==> src/rtl/sseg_scan_ctrl_pkg.sv <==
// sseg_pkg: scan states and constants shared by the seven-segment scan controller.
package sseg_pkg;
  typedef enum logic [1:0] {OFF, BLANK, SHOW} scan_state_t;
  localparam logic [6:0] SSEG_BLANK = 7'h7F;
  function automatic logic [7:0] an_off(input int n);
    return 8'((9'd1 << n) - 9'd1);
  endfunction
endpackage

==> src/rtl/sseg_scan_ctrl_hex2sseg.sv <==
// hex2sseg: hex nibble to active-low gfedcba segment code.
module hex2sseg (
  input  logic [3:0] hex_i,
  output logic [6:0] sseg_o
);
  localparam logic [6:0] LUT [16] = '{7'h40, 7'h79, 7'h24, 7'h30, 7'h19, 7'h12, 7'h02, 7'h78,
                                      7'h00, 7'h10, 7'h08, 7'h03, 7'h46, 7'h21, 7'h06, 7'h0E};
  assign sseg_o = LUT[hex_i];
endmodule

==> src/rtl/sseg_scan_ctrl.sv <==
// sseg_scan_ctrl: tear-free multiplexed scan of a common-anode seven-segment display.
// Define SSEG_LZB_EN to blank leading-zero digits.
module sseg_scan_ctrl
  import sseg_pkg::*;
#(
  parameter int DIGITS    = 4,
  parameter int DIV       = 50000,
  parameter int BLANK_CYC = 500
) (
  input  logic                  clk,
  input  logic                  rst_n,
  input  logic                  en_i,
  input  logic [4*DIGITS-1:0]   value_i,
  input  logic                  load_i,
  input  logic [DIGITS-1:0]     dp_i,
  output logic [6:0]            sseg_o,
  output logic                  dp_o,
  output logic [DIGITS-1:0]     an_o,
  output logic                  frame_o
);
  localparam int IW = DIGITS > 1 ? $clog2(DIGITS) : 1;
  localparam int CW = $clog2(DIV);
  localparam logic [DIGITS-1:0] AN_OFF = DIGITS'(an_off(DIGITS));
  localparam logic [CW-1:0] BLANK_LAST = CW'(BLANK_CYC - 1);
  localparam logic [CW-1:0] SHOW_LAST = CW'(DIV - BLANK_CYC - 1);
  localparam logic [IW-1:0] IDX_LAST = IW'(DIGITS - 1);

  scan_state_t         state_q, state_d;
  logic [IW-1:0]       idx_q, idx_d;
  logic [CW-1:0]       cnt_q, cnt_d;
  logic [4*DIGITS-1:0] shadow_val_q, shadow_val_d, active_val_q, active_val_d;
  logic [DIGITS-1:0]   shadow_dp_q, shadow_dp_d, active_dp_q, active_dp_d;
  logic [DIGITS-1:0]   an_q, an_d;
  logic [6:0]          sseg_q, sseg_d, dec;
  logic                dp_q, dp_d, frame_q, frame_d;
  logic                copy, blank;
  logic [3:0]          nib;

  always_comb begin
    state_d = state_q;
    idx_d   = idx_q;
    cnt_d   = cnt_q + 1'b1;
    copy    = 1'b0;
    case (state_q)
      OFF: begin
        cnt_d = '0;
        if (en_i) begin
          state_d = BLANK;
          copy    = 1'b1;
        end
      end
      BLANK: if (cnt_q == BLANK_LAST) begin
        state_d = SHOW;
        cnt_d   = '0;
      end
      SHOW: if (cnt_q == SHOW_LAST) begin
        state_d = BLANK;
        cnt_d   = '0;
        idx_d   = idx_q == IDX_LAST ? '0 : idx_q + 1'b1;
        copy    = idx_q == IDX_LAST;
      end
      default: state_d = OFF;
    endcase
    if (!en_i) begin
      state_d = OFF;
      idx_d   = '0;
      cnt_d   = '0;
      copy    = 1'b0;
    end
    shadow_val_d = load_i ? value_i : shadow_val_q;
    shadow_dp_d  = load_i ? dp_i : shadow_dp_q;
    // shadow_*_d already carries a same-cycle load, giving the bypass on copy
    active_val_d = copy ? shadow_val_d : active_val_q;
    active_dp_d  = copy ? shadow_dp_d : active_dp_q;
    frame_d      = state_d == SHOW && idx_d == IDX_LAST && cnt_d == SHOW_LAST;
  end

  hex2sseg u_dec (.hex_i(nib), .sseg_o(dec));

  always_comb begin
    nib = 4'(active_val_d >> (4 * idx_d));
`ifdef SSEG_LZB_EN
    blank = idx_d != '0 && (active_val_d >> (4 * idx_d)) == '0 && !active_dp_d[idx_d];
`else
    blank = 1'b0;
`endif
    an_d   = (state_d == SHOW && !blank) ? ~(DIGITS'(1) << idx_d) : AN_OFF;
    sseg_d = (state_d == OFF || blank) ? SSEG_BLANK : dec;
    dp_d   = (state_d == OFF || blank) ? 1'b1 : ~active_dp_d[idx_d];
  end

  always_ff @(posedge clk or negedge rst_n) begin
    if (!rst_n) begin
      state_q      <= OFF;
      idx_q        <= '0;
      cnt_q        <= '0;
      shadow_val_q <= '0;
      shadow_dp_q  <= '0;
      active_val_q <= '0;
      active_dp_q  <= '0;
      an_q         <= AN_OFF;
      sseg_q       <= SSEG_BLANK;
      dp_q         <= 1'b1;
      frame_q      <= 1'b0;
    end else begin
      state_q      <= state_d;
      idx_q        <= idx_d;
      cnt_q        <= cnt_d;
      shadow_val_q <= shadow_val_d;
      shadow_dp_q  <= shadow_dp_d;
      active_val_q <= active_val_d;
      active_dp_q  <= active_dp_d;
      an_q         <= an_d;
      sseg_q       <= sseg_d;
      dp_q         <= dp_d;
      frame_q      <= frame_d;
    end
  end

  assign an_o    = an_q;
  assign sseg_o  = sseg_q;
  assign dp_o    = dp_q;
  assign frame_o = frame_q;
endmodule

==> config.mk <==
export PLATFORM = sky130hd
export DESIGN_NAME = sseg_scan_ctrl
export DESIGN_NICKNAME = d
export VERILOG_FILES = /design/src/rtl/sseg_scan_ctrl_pkg.sv /design/src/rtl/sseg_scan_ctrl_hex2sseg.sv /design/src/rtl/sseg_scan_ctrl.sv
export SDC_FILE = /design/constraint.sdc
export NUM_CORES = 1
export LEC_CHECK = 0
export ABC_AREA = 0
export ABC_CLOCK_PERIOD_IN_PS = 2930
export CORE_ASPECT_RATIO = 0.6
export CORE_MARGIN = 2
export CORE_UTILIZATION = 24
export CTS_CLUSTER_SIZE = 14
export DETAILED_ROUTE_END_ITERATION = 7
export PLACE_DENSITY_LB_ADDON = 0.08
export SLEW_MARGIN = 30
export SYNTH_ARGS = -nofsm -noshare
export SYNTH_HDL_FRONTEND = slang
export SYNTH_SLANG_ARGS = --single-unit
==> constraint.sdc <==
create_clock -name clk -period 2.93 [get_ports clk]
set_input_delay 0.879 -clock clk [delete_from_list [all_inputs] [get_ports clk]]
set_output_delay 0.879 -clock clk [all_outputs]
set_load 0.01 [all_outputs]
* After elaboration in Yosys (flattened, before gate mapping) *
Memory sizes are Yosys's and may differ from the RTL's.
Index checks and enable logic that the tools add are counted.

word-level totals
  register bits = 73
  memory bits (read-only) = 112
  output and inout port bits = 13
  memories kept = 1

memories
  memory            depth  width  rd ports  clocked after memory_dff  wr ports  RTL line                      source
  (name not given)  16     7      1         0                         0         sseg_scan_ctrl_hex2sseg.sv:8  assign sseg_o = LUT[hex_i];

operators by class
  add/sub/neg operators = 2
  $lt $le $gt $ge = 2
  equality and inequality tests = 8
  shift operators = 2
  mux-type cells = 26
  bitwise logic cells = 3
  reductions and logical operators = 4

operator list
  operator               count
  $mux 16                5
  $pmux 16 s3            1
  $eq 16x16->1 const B   2
  $mux 7                 3
  $add 16x1->16 const B  1
  $eq 16x9->1 const B    1
  $shr 16x4->4           1
  $mux 2                 7
  $mux 4                 3
  $eq 2x2->1 const B     4
  $pmux 2 s3             1
  $ge 5x5->1 const B     1
  $not 4->5              1
  $logic_not 2->1        2
  $mux 1                 4
  $not 4->4              1
  $shl 1x2->4 const A    1
  $lt 2x3->1 const B     1
  $add 2x1->2 const B    1
  $bmux 1 s2             1
  $eq 2x1->1 const B     1
  $logic_and 1x1->1      2
  $pmux 1 s2             1
  $not 1->1              1

* Longest topological paths before layout *
Gate-level depths: netlist of run 1.

  word-level depth = 11
  depth in mapped cells = 14
  depth with buffers taken out = 13

* Modules after synthesis *
A second synthesis of run 1 with hierarchy kept.

second synthesis, totals
  cell total of the unflattened synthesis = 300
  area, all modules = 3579.7 µm²

by module, submodules not included
  module          instances  cells each  area an instance (µm²)
  sseg_scan_ctrl  1          264         3323.2
  hex2sseg        1          36          256.5

* Worst setup path before layout of run 1 *
No wires, ideal clock.

  path kind = input port to flip-flop
  start point = in load_i
  end point = reg sseg_q[0] (netlist: sseg_o[0])
  setup time = 0.087 ns
  data arrival time = 3.168 ns
  slack = -0.325 ns
  stages on the path = 10
  buffers on the path = 1
  cells stage by stage = clkbuf_1 -> mux2_2 -> mux2_2 -> mux2_2 -> mux2i_2 -> inv_2 -> ha_1 -> or3_1 -> o221ai_1 -> nand2_1

between the ends
  longest elaborated chain between the ends = 8

RTL lines
  item                                       RTL line                      source
  start, declared                            sseg_scan_ctrl.sv:14          input logic load_i,
  $mux 16                                    sseg_scan_ctrl.sv:70          shadow_val_d = load_i ? value_i : shadow_val_q;
  net shadow_val_d[13]                       sseg_scan_ctrl.sv:31          logic [4*DIGITS-1:0] shadow_val_q, shadow_val_d, active_val_q, active_val_d;
  $mux 16                                    sseg_scan_ctrl.sv:73          active_val_d = copy ? shadow_val_d : active_val_q;
  net active_val_d[13]                       sseg_scan_ctrl.sv:31
  $shr 16x4->4                               sseg_scan_ctrl.sv:81          nib = 4'(active_val_d >> (4 * idx_d));
  $not 4->5 (not written as such)            sseg_scan_ctrl_hex2sseg.sv:8
  $mem_v2 16x7                               --
  $mux 7 (not written as such) (2 in a row)  sseg_scan_ctrl_hex2sseg.sv:8
  $mux 7                                     sseg_scan_ctrl.sv:88          sseg_d = (state_d == OFF || blank) ? SSEG_BLANK : dec;
  net sseg_d[0]                              sseg_scan_ctrl.sv:34          logic [6:0] sseg_q, sseg_d, dec;
  end signal, assigned                       sseg_scan_ctrl.sv:114         sseg_q <= sseg_d;
  end, declared                              sseg_scan_ctrl.sv:34

The timed path passes the listed nets, and every way through them passes these cells. The select of a mux whose other input is x is not followed.

* Final worst setup path of run 1 *
  start point = reg cnt_q[9]
  end point = reg sseg_q[0] (netlist: sseg_o[0])

between the ends
  longest elaborated chain between the ends = 11
  elaborated cells between the ends (all ways) = 20
  classes of those cells = eq/ne (2); shift (1); mux (14); bitwise (1); reduce/logical (1); memory (1)

RTL lines
  item                                       RTL line                      source
  start, declared                            sseg_scan_ctrl.sv:30          logic [CW-1:0] cnt_q, cnt_d;
  start signal, assigned                     sseg_scan_ctrl.sv:108         cnt_q <= cnt_d;
  $eq 16x16->1                               sseg_scan_ctrl.sv:56          SHOW: if (cnt_q == SHOW_LAST) begin
  $mux 1                                     sseg_scan_ctrl.sv:56
  $pmux 1 s2                                 sseg_scan_ctrl.sv:44          case (state_q)
  $mux 1                                     sseg_scan_ctrl.sv:64          if (!en_i) begin
  $mux 16                                    sseg_scan_ctrl.sv:73
  net active_val_d[5]                        sseg_scan_ctrl.sv:31
  $shr 16x4->4                               sseg_scan_ctrl.sv:81
  $not 4->5 (not written as such)            sseg_scan_ctrl_hex2sseg.sv:8
  $mem_v2 16x7                               --
  $mux 7 (not written as such) (2 in a row)  sseg_scan_ctrl_hex2sseg.sv:8
  $mux 7                                     sseg_scan_ctrl.sv:88
  net sseg_d[0]                              sseg_scan_ctrl.sv:34

The timed path passes the listed nets, and every way through them passes these cells. The select of a mux whose other input is x is not followed.

==> impl_metrics.env, run 1 <==
export IMPL_p_leak_nw=2.084
export IMPL_path_clk_slew_ns=0.06
export IMPL_synth_edf_count=0
export IMPL_port_buffers=36
export IMPL_drt_iter0_drc=111
export IMPL_critical_path_class="reg -> reg"
export IMPL_pin_count=37
export IMPL_cts_tree="yes"
export IMPL_cp_max_fo=10
export IMPL_vias_per_cell=4.053
export IMPL_postCtsHoldBufs=0
export IMPL_clkLatencyLatePin_ns=0.33
export IMPL_finalCritPeriodShare_pct=102.7
export IMPL_clock_sinks=73
export IMPL_p_total_mw=3.007
export IMPL_die_area_mm2=0.01568
export IMPL_syn_area_per_cell_um2=12.01
export IMPL_relSlewSlack_pct=77.02
export IMPL_synth_cell_type_count=47
export IMPL_rsz0062_at_grt="true"
export IMPL_synth_nets=325
export IMPL_layout_common_cells="dfrtp_1 (61), buf_4 (49), mux2_2 (43)"
export IMPL_syn_area_mm2=0.003518
export IMPL_instances_no_fill=584
export IMPL_synth_seq_area_share_pct=52.35
export IMPL_antenna_cells=0
export IMPL_ff2ff_setup_slack_ns=-0.08
export IMPL_wire_per_inst_um=14.18
export IMPL_status="finished with violations"
export IMPL_yosys_warnings=0
export IMPL_die_h_um=97.79
export IMPL_finalSetupViolations=4
export IMPL_antenna_found_initial=0
export IMPL_finalHoldViolCount=0
export IMPL_synth_ff_type="dfrtp_1"
export IMPL_tightest_slew_ns=0.3421
export IMPL_synth_mux_area_share_pct=18.78
export IMPL_clock_fmax_mhz=332.3
export IMPL_numCtsBuffers=9
export IMPL_place_detailed_hpwl_mm=5.928
export IMPL_cp_start_kind="flip-flop"
export IMPL_post_route_min_period_ns=3.009
export IMPL_crit_path_end_kind="flip-flop"
export IMPL_synth_top_family_by_area="multiplexers"
export IMPL_drc=0
export IMPL_powerDensity_mw_per_mm2=612.2
export IMPL_synth_compound_area_share_pct=5.192
export IMPL_wl_mm=8.281
export IMPL_cp_data_arrival_time_ns=3.26
export IMPL_ys_seq_elements=73
export IMPL_htree_num_levels=3
export IMPL_cp_required_ns=3.18
export IMPL_hp_class="in -> async"
export IMPL_clock_skew_final_ns=0.004940
export IMPL_fin_ws_ns=-0.07896
export IMPL_failed_checks="setup timing"
export IMPL_grt_pass1_wl_mm=13.43
export IMPL_final_common_cell="dfrtp_1"
export IMPL_antenna_left=0
export IMPL_syn_to_final_growth_pct=39.62
export IMPL_routabilityCongestion=0.7592
export IMPL_coreArea_mm2=0.01442
export IMPL_grt_pass1_vias=2398
export IMPL_drv_slew=0
export IMPL_peakVddDrop_mv=0.2402
export IMPL_drt_first_pass_iters=4
export IMPL_async_flop_share_pct=100.0
export IMPL_cap_violations=0
export IMPL_nets=413
export IMPL_grt_ovfl_total=0
export IMPL_dp_cells=560
export IMPL_grt_use_total_pct=11.24
export IMPL_grt_start_max_net_pins=51
export IMPL_synth_simple_area_share_pct=13.26
export IMPL_initial_utilization_pct=24.40
export IMPL_cts_root_buf="clkbuf_16"
export IMPL_rows=34
export IMPL_drive_gt1_share_pct=37.82
export IMPL_vias=2367
export IMPL_place_ws_ns=-0.5931
export IMPL_cts_buffer_depth=2
export IMPL_synth_cells=293
export IMPL_synth_fa_ha_area_share_pct=2.845
export IMPL_synth_xor_area_share_pct=4.232
export IMPL_die_x_um=160.3
export IMPL_fin_util_pct=34.06
[cell families (layout without fill, tap and decap cells)]
family                     after synthesis  count (layout)
AOI/OAI and AO/OA                       26              26
muxes                                   58              58
and+or+nand+nor                         88              88
buffers and inverters                   23             116
DFF                                     73              73
xor gates and xnor gates                17              17
adders and majority gates                8               8
[stage by stage]
stage / cell area, µm² / hold WS, ns / TNS [ns]
after floorplan: 3560 / 0.4437 / -0.1765
after global placement: 4499 / 0.4765 / -3.692
after detailed placement: 4499 / 0.4787 / -3.667
after CTS: 4871 / 0.4541 / -0.3425
after global routing: 4912 / 0.4725 / -1.235
final: 4912 / 0.4571 / -0.2587
[power by group]
| part | total (mW) | switching (mW) | internal, mW |
|---|---|---|---|
| Clock | 1.11 | 0.410 | 0.703 |
| Combinational | 0.693 | 0.303 | 0.389 |
| Sequential | 1.20 | 0.0328 | 1.17 |
| Total | 3.01 | 0.746 | 2.26 |
[state kept, by name, indices dropped and copies added, names as in the netlist]
name and count:
shadow_val_q 16, shadow_dp_q 4, frame_o 1, active_dp_q 4, dp_o 1, cnt_q 16
active_val_q 16, an_o 4, sseg_o 7, state_q 2, idx_q 2
[area by class of cell]
class                   instances  area (µm²)
clock buffers                  13       260.3
clock inverters                 3       40.04
fillers                      1425        9509
inverters                       9       33.78
multi-input cells             197        1619
flip-flops and latches         73        1842
well taps                     198       247.7
repair buffers                 91       869.6
[per-layer routing]
| layer | part of all wire [%] | GRT usage, % | wire [µm] |
|---|---|---|---|
| met3 | 3.8 | 3.441 | 315 |
| met4 | 1.2 | 3.534 | 102 |
| met1 | 59 | 18.25 | 4923 |
| met5 | 0 | 0 | 0 |
| met2 | 36 | 13.52 | 2940 |
[critical path, cell delays in order (launching register included)]
cell      delay (ns)
dfrtp_1         0.41
nor4_4          0.40
nand4_4         0.14
a211o_1         0.32
buf_12          0.16
mux2_2          0.28
mux2_4          0.28
mux2i_4         0.20
inv_2           0.09
ha_4            0.18
or3_1           0.33
o221ai_2        0.07
nand2_1         0.08
[timing repair]
| action | CTS | global route |
|---|---|---|
| gates resized for setup | 7 | 3 |
| pin swaps | 4 | 3 |
| endpoints found under the setup margin | 7 | 7 |
| cloned | 1 | 0 |
| setup buffers | 4 | 3 |
[final timing paths]
check | startpoint | end | cells after the start
min | rst_n | active_dp_q[1] | 1
max reg2reg | cnt_q[9] | sseg_o[0] | 12
min reg2reg | active_val_q[0] | active_val_q[0] | 1
max in group asynchronous | rst_n | an_o[2] | 2
min in group clk | active_val_q[0] | active_val_q[0] | 1
max | cnt_q[9] | sseg_o[0] | 12
[cell usage after synthesis, types with 4 or more instances]
cell type | number | area (µm²)
xnor2_1 | 10 | 87.58
dfrtp_1 | 61 | 1526
nand2_1 | 19 | 71.32
nor2_1 | 27 | 101.4
xor2_1 | 7 | 61.31
nand3_1 | 10 | 50.05
or3_1 | 4 | 25.02
a21oi_1 | 5 | 25.02
mux2i_1 | 8 | 80.08
o21ai_0 | 4 | 20.02
nor3_1 | 5 | 25.02
o211ai_1 | 5 | 37.54
ha_1 | 8 | 100.1
mux2_2 | 47 | 529.3
clkbuf_1 | 7 | 26.28
dfstp_2 | 12 | 315.3
inv_1 | 7 | 26.28
No activity file was read; power rests on OpenSTA's default activity.
==> inputs of run 2 (changes only) <==
SETUP_SLACK_MARGIN = 0.4   (was unset)
==> run 2 against run 1 <==
Net effect: the flow still finishes with violations (setup timing); highest routed layer unchanged; sequential cell count unchanged; sequential share of layout area is 0.69 points lower; sequential power about the same; wire length rose by 0.23%; non-clock buffer count rose by 5; critical path depth is 1 lower; core utilization grew 0.64 points; largest power group is now the clock network; global-route usage rose by 0.34 points.
==> impl_metrics.env, run 2 (same netlist as run 1, synthesis figures left out) <==
export IMPL_fin_ws_ns=-0.05840
export IMPL_busiest_layer="met1"
export IMPL_finalSetupViolations=4
export IMPL_nets=418
export IMPL_failed_checks="setup timing"
export IMPL_cp_max_fo=5
export IMPL_coreArea_mm2=0.01442
export IMPL_antenna_found_initial=0
export IMPL_numCtsBuffers=9
export IMPL_drive_gt1_share_pct=40.15
export IMPL_cts_root_buf="clkbuf_16"
export IMPL_clock_sinks=73
export IMPL_crit_path_end_kind="flip-flop"
export IMPL_clkPwrFrac_pct=38.5
export IMPL_grt_pass1_vias=2583
export IMPL_clock_fmax_mhz=334.6
export IMPL_power_internal_mw=2.353
export IMPL_vias_per_cell=4.098
export IMPL_dp_cells=565
export IMPL_rows=34
export IMPL_p_sw_mw=0.7904
export IMPL_htree_num_levels=3
export IMPL_finalCritPeriodShare_pct=102.0
export IMPL_die_h_um=97.79
export IMPL_grt_ovfl_total=0
export IMPL_powerDensity_mw_per_mm2=628.2
export IMPL_grt_use_total_pct=11.58
export IMPL_use_met1_pct=17.35
export IMPL_cts_buffer_depth=2
export IMPL_rsz0062_at_grt="true"
export IMPL_tightest_slew_ns=0.5417
export IMPL_instances_no_fill=589
export IMPL_initial_utilization_pct=24.40
export IMPL_fin_util_pct=34.70
export IMPL_finalHoldViolCount=0
export IMPL_final_cell_area_mm2=0.005005
export IMPL_grt_start_max_net_pins=40
export IMPL_vias=2414
export IMPL_wire_per_inst_um=14.09
export IMPL_place_detailed_hpwl_mm=5.995
export IMPL_p_leak_nw=2.113
export IMPL_swShare_pct=25.14
export IMPL_whs_ns=0.4936
export IMPL_layout_common_cells="dfrtp_1 (61), buf_4 (53), mux2_2 (43)"
export IMPL_routabilityCongestion=0.7372
export IMPL_relSlewSlack_pct=63.89
export IMPL_path_clk_slew_ns=0.06
export IMPL_p_total_mw=3.144
export IMPL_post_route_min_period_ns=2.988
export IMPL_grt_pass1_wl_mm=13.90
export IMPL_postCtsHoldBufs=0
export IMPL_final_common_cell="dfrtp_1"
export IMPL_postPlaceCellArea_mm2=0.004524
export IMPL_hp_class="reg -> reg"
export IMPL_status="finished with violations"
export IMPL_grtUsageMet3_pct=3.738
export IMPL_drt_iter0_drc=79
export IMPL_die_area_mm2=0.01568
export IMPL_cp_data_arrival_time_ns=3.24
export IMPL_antenna_left=0
export IMPL_power_frac_comb_pct=23.3
export IMPL_reg_top3="active_val_q (16), cnt_q (16), shadow_val_q (16)"
export IMPL_cts_tree="yes"
export IMPL_pwr_share_seq_pct=38.2
export IMPL_drt_first_pass_iters=4
export IMPL_cp_start_kind="input port"
export IMPL_wl_mm=8.300
export IMPL_clock_skew_final_ns=0.006416
export IMPL_die_x_um=160.3
export IMPL_antenna_cells=0
export IMPL_met2_usage_pct=15.75
export IMPL_syn_to_final_growth_pct=42.25
export IMPL_clkLatencyLatePin_ns=0.33
export IMPL_peakVddDrop_mv=0.2504
export IMPL_drv_slew=0
export IMPL_cp_required_ns=3.18
export IMPL_port_buffers=36
export IMPL_cap_violations=0
export IMPL_critical_path_class="in -> reg"
export IMPL_pin_count=37
export IMPL_drc=0
## run 2: cell types whose count changed in the layout (fill, tap and decap cells not counted), sizes merged
cell	change
inv	+1
clkinvlp	+1
clkbuf	-3
bufinv	+1
buf	+5
## run 2: repair_timing
item	in CTS	in global routing
hold endpoints to repair	0	0
endpoints found under the setup margin	8	8
pin swaps	4	5
cloned	1	0
resized for setup	11	7
buffers inserted	3	4
## run 2: routing by layer
layer | share of wire, % | wire [µm] | vias up
met2 | 38 | 3149 | 33
met4 | 1.2 | 96 | 0
met1 | 57 | 4753 | 1162
met3 | 3.6 | 300 | 10
met5 | 0 | 0 | -
li1 | - | - | 1209
## run 2: worst paths after layout
| kind | startpoint | endpoint | slack [ns] | cells past startpoint |
|---|---|---|---|---|
| setup reg to reg | cnt_q[1] | sseg_o[3] | -0.05 | 13 |
| hold / removal | active_val_q[0] | active_val_q[0] | 0.49 | 1 |
| setup / recovery | load_i | sseg_o[3] | -0.06 | 11 |
| min in group asynchronous | rst_n | active_dp_q[2] | 0.53 | 1 |
| hold reg to reg | active_val_q[0] | active_val_q[0] | 0.49 | 1 |
| max in group asynchronous | rst_n | an_o[1] | 1.76 | 2 |
## run 2: power by group through the flow
stage,registers (mW),clock network [mW],logic [mW]
floorplan,1.23,0,0.370
CTS,1.20,1.26,0.704
global placement,1.22,0,0.671
global route,1.22,1.30,0.805
detailed placement,1.22,0,0.669
finish,1.20,1.21,0.732
## run 2: worst max-delay path, cell delays in order
cell and delay [ns]:
clkdlybuf4s15_1 0.25, bufbuf_16 0.30, mux2_2 0.34, mux2_2 0.28, mux2_2 0.29, mux2i_4 0.18, inv_2 0.09, ha_4 0.17
mux2_2 0.26, mux2i_1 0.14, nand2_1 0.07
## run 2: area by class of cell
type                       instances  area (µm²)
fill                            1431        9417
sequential                        73        1842
multi-input combinational        197        1650
timing repair buffer              96       902.1
tap                              198       247.7
clock buffer                      10       239.0
clock inverter                     6       90.09
inverter                           9       33.78
## run 2: per-stage QoR
stage | setup slack (ns) | setup TNS, ns
2_1_floorplan | -0.06241 | -0.1765
3_3_place_gp | -0.5471 | -3.464
3_5_place_dp | -0.5834 | -3.711
4_1_cts | -0.09403 | -0.3833
5_1_grt | -0.2107 | -1.048
6_report | -0.05840 | -0.1848
==> RTL edit: new RTL, config.mk and constraints of run 2 <==
Add a define of `SSEG_LZB_EN`.
--- a/src/rtl/sseg_scan_ctrl.sv
+++ b/src/rtl/sseg_scan_ctrl.sv
@@ -1,5 +1,7 @@
 // sseg_scan_ctrl: tear-free multiplexed scan of a common-anode seven-segment display.
 // Define SSEG_LZB_EN to blank leading-zero digits.
+`define SSEG_LZB_EN
+
 module sseg_scan_ctrl
   import sseg_pkg::*;
 #(
Formal check against the unedited RTL: same outputs for any inputs over 10 cycles, from zero or initial values and one cycle with rst_n low; that may be too few to reach the edited logic, so the function may still have changed.
==> RTL edit against run 2 <==
The flow still finishes with violations (setup timing); via count increased by 16%; wire length increased by 22%; power decreased by 8.5%; synthesized area increased by 5.3%; worst setup slack got worse by 0.70 ns; die area increased by 5.1%; core utilization increased by 1.3 points; sequential cell count unchanged; critical path depth increased by 2; final area increased by 9.4%; critical path type is now reg -> reg; critical endpoint is now sseg_o[0]$_DFF_PN1_.
==> RTL edit: results (changes against run 2) <==
Routed len/inst: 15.56 um (+10%)
DR iter-0 viols: 145 (+84%)
PwrDens: 525.3 nW/um2 (-16%)
Routability cong.: 0.7493 (+1.6%)
Dpl cells: 618 (+9.4%)
Post-synth top cells: dfrtp_1, mux2_2, nor2_1
Cts repair resizes: 32 (+21)
Leakage power: 2.311 nW (+9.3%)
Synth top area cells: dfrtp_1, mux2_2, dfstp_2
Vias in the first global route: 2859 (+11%)
Sequential cell area fraction in the yosys report: 49.73% (-2.6 points)
Status: finished, violations left
Clock buffer cells: 13 (+3)
Vias per inst: 4.279 (+4.4%)
Routed length on met3: 362 um (+21%)
Violated checks: setup timing
Setup violators final: 12 (+8)
M1 GR Usage: 22.74% (+5.4 points)
Combined area of the multi-input logic cells: 1972 um2 (+19%)
Routed wl met2: 3540 um (+12%)
Global routing usage on met2: 15.32% (-0.43 points)
Setup TNS: -7.562 ns (-7.377 ns)
GR Util met3: 3.512% (-0.23 points)
Final core area utilization: 36.04% (+1.3 points)
Clock Power Share: 36.8% (-1.7 points)
Setup Skew: 0.008619 ns (+0.002203 ns)
#MultiIn Comb: 230 (+17%)
Final setup margin: -0.7564 ns (-0.6980 ns)
# nets final: 477 (+14%)
DRT met1 WL: 6159 um (+30%)
Worst slew margin: 61.80% (-2.1 points)
Buffering overhead: 19.79% (+1.8 points)
FF+latch count: 73 (unchanged)
Slowest stage delay, CP: 0.56 ns (+0.22 ns)
[RTL edit: path summary, 6_finish.rpt]
kind | start | cells after the start | endpoint
worst max-delay path | cnt_q[7]$_DFF_PN0_ | 13 | sseg_o[0]$_DFF_PN1_
worst min-delay path | active_val_q[1]$_DFF_PN0_ | 1 | active_val_q[1]$_DFF_PN0_
worst max register to register | cnt_q[7]$_DFF_PN0_ | 13 | sseg_o[0]$_DFF_PN1_
worst min register to register | active_val_q[1]$_DFF_PN0_ | 1 | active_val_q[1]$_DFF_PN0_
max in group asynchronous | rst_n | 2 | sseg_o[3]$_DFF_PN1_
min in group asynchronous | rst_n | 1 | shadow_val_q[12]$_DFF_PN0_
[RTL edit: cell families after synthesis]
kind of cell / synth area share (%)
DFF: 49.73
muxes: 19.36
buffers and inverters: 2.703
xor gates and xnor gates: 3.784
AOI/OAI and AO/OA: 6.622
adders and majority gates: 2.703
and+or+nand+nor: 15.10
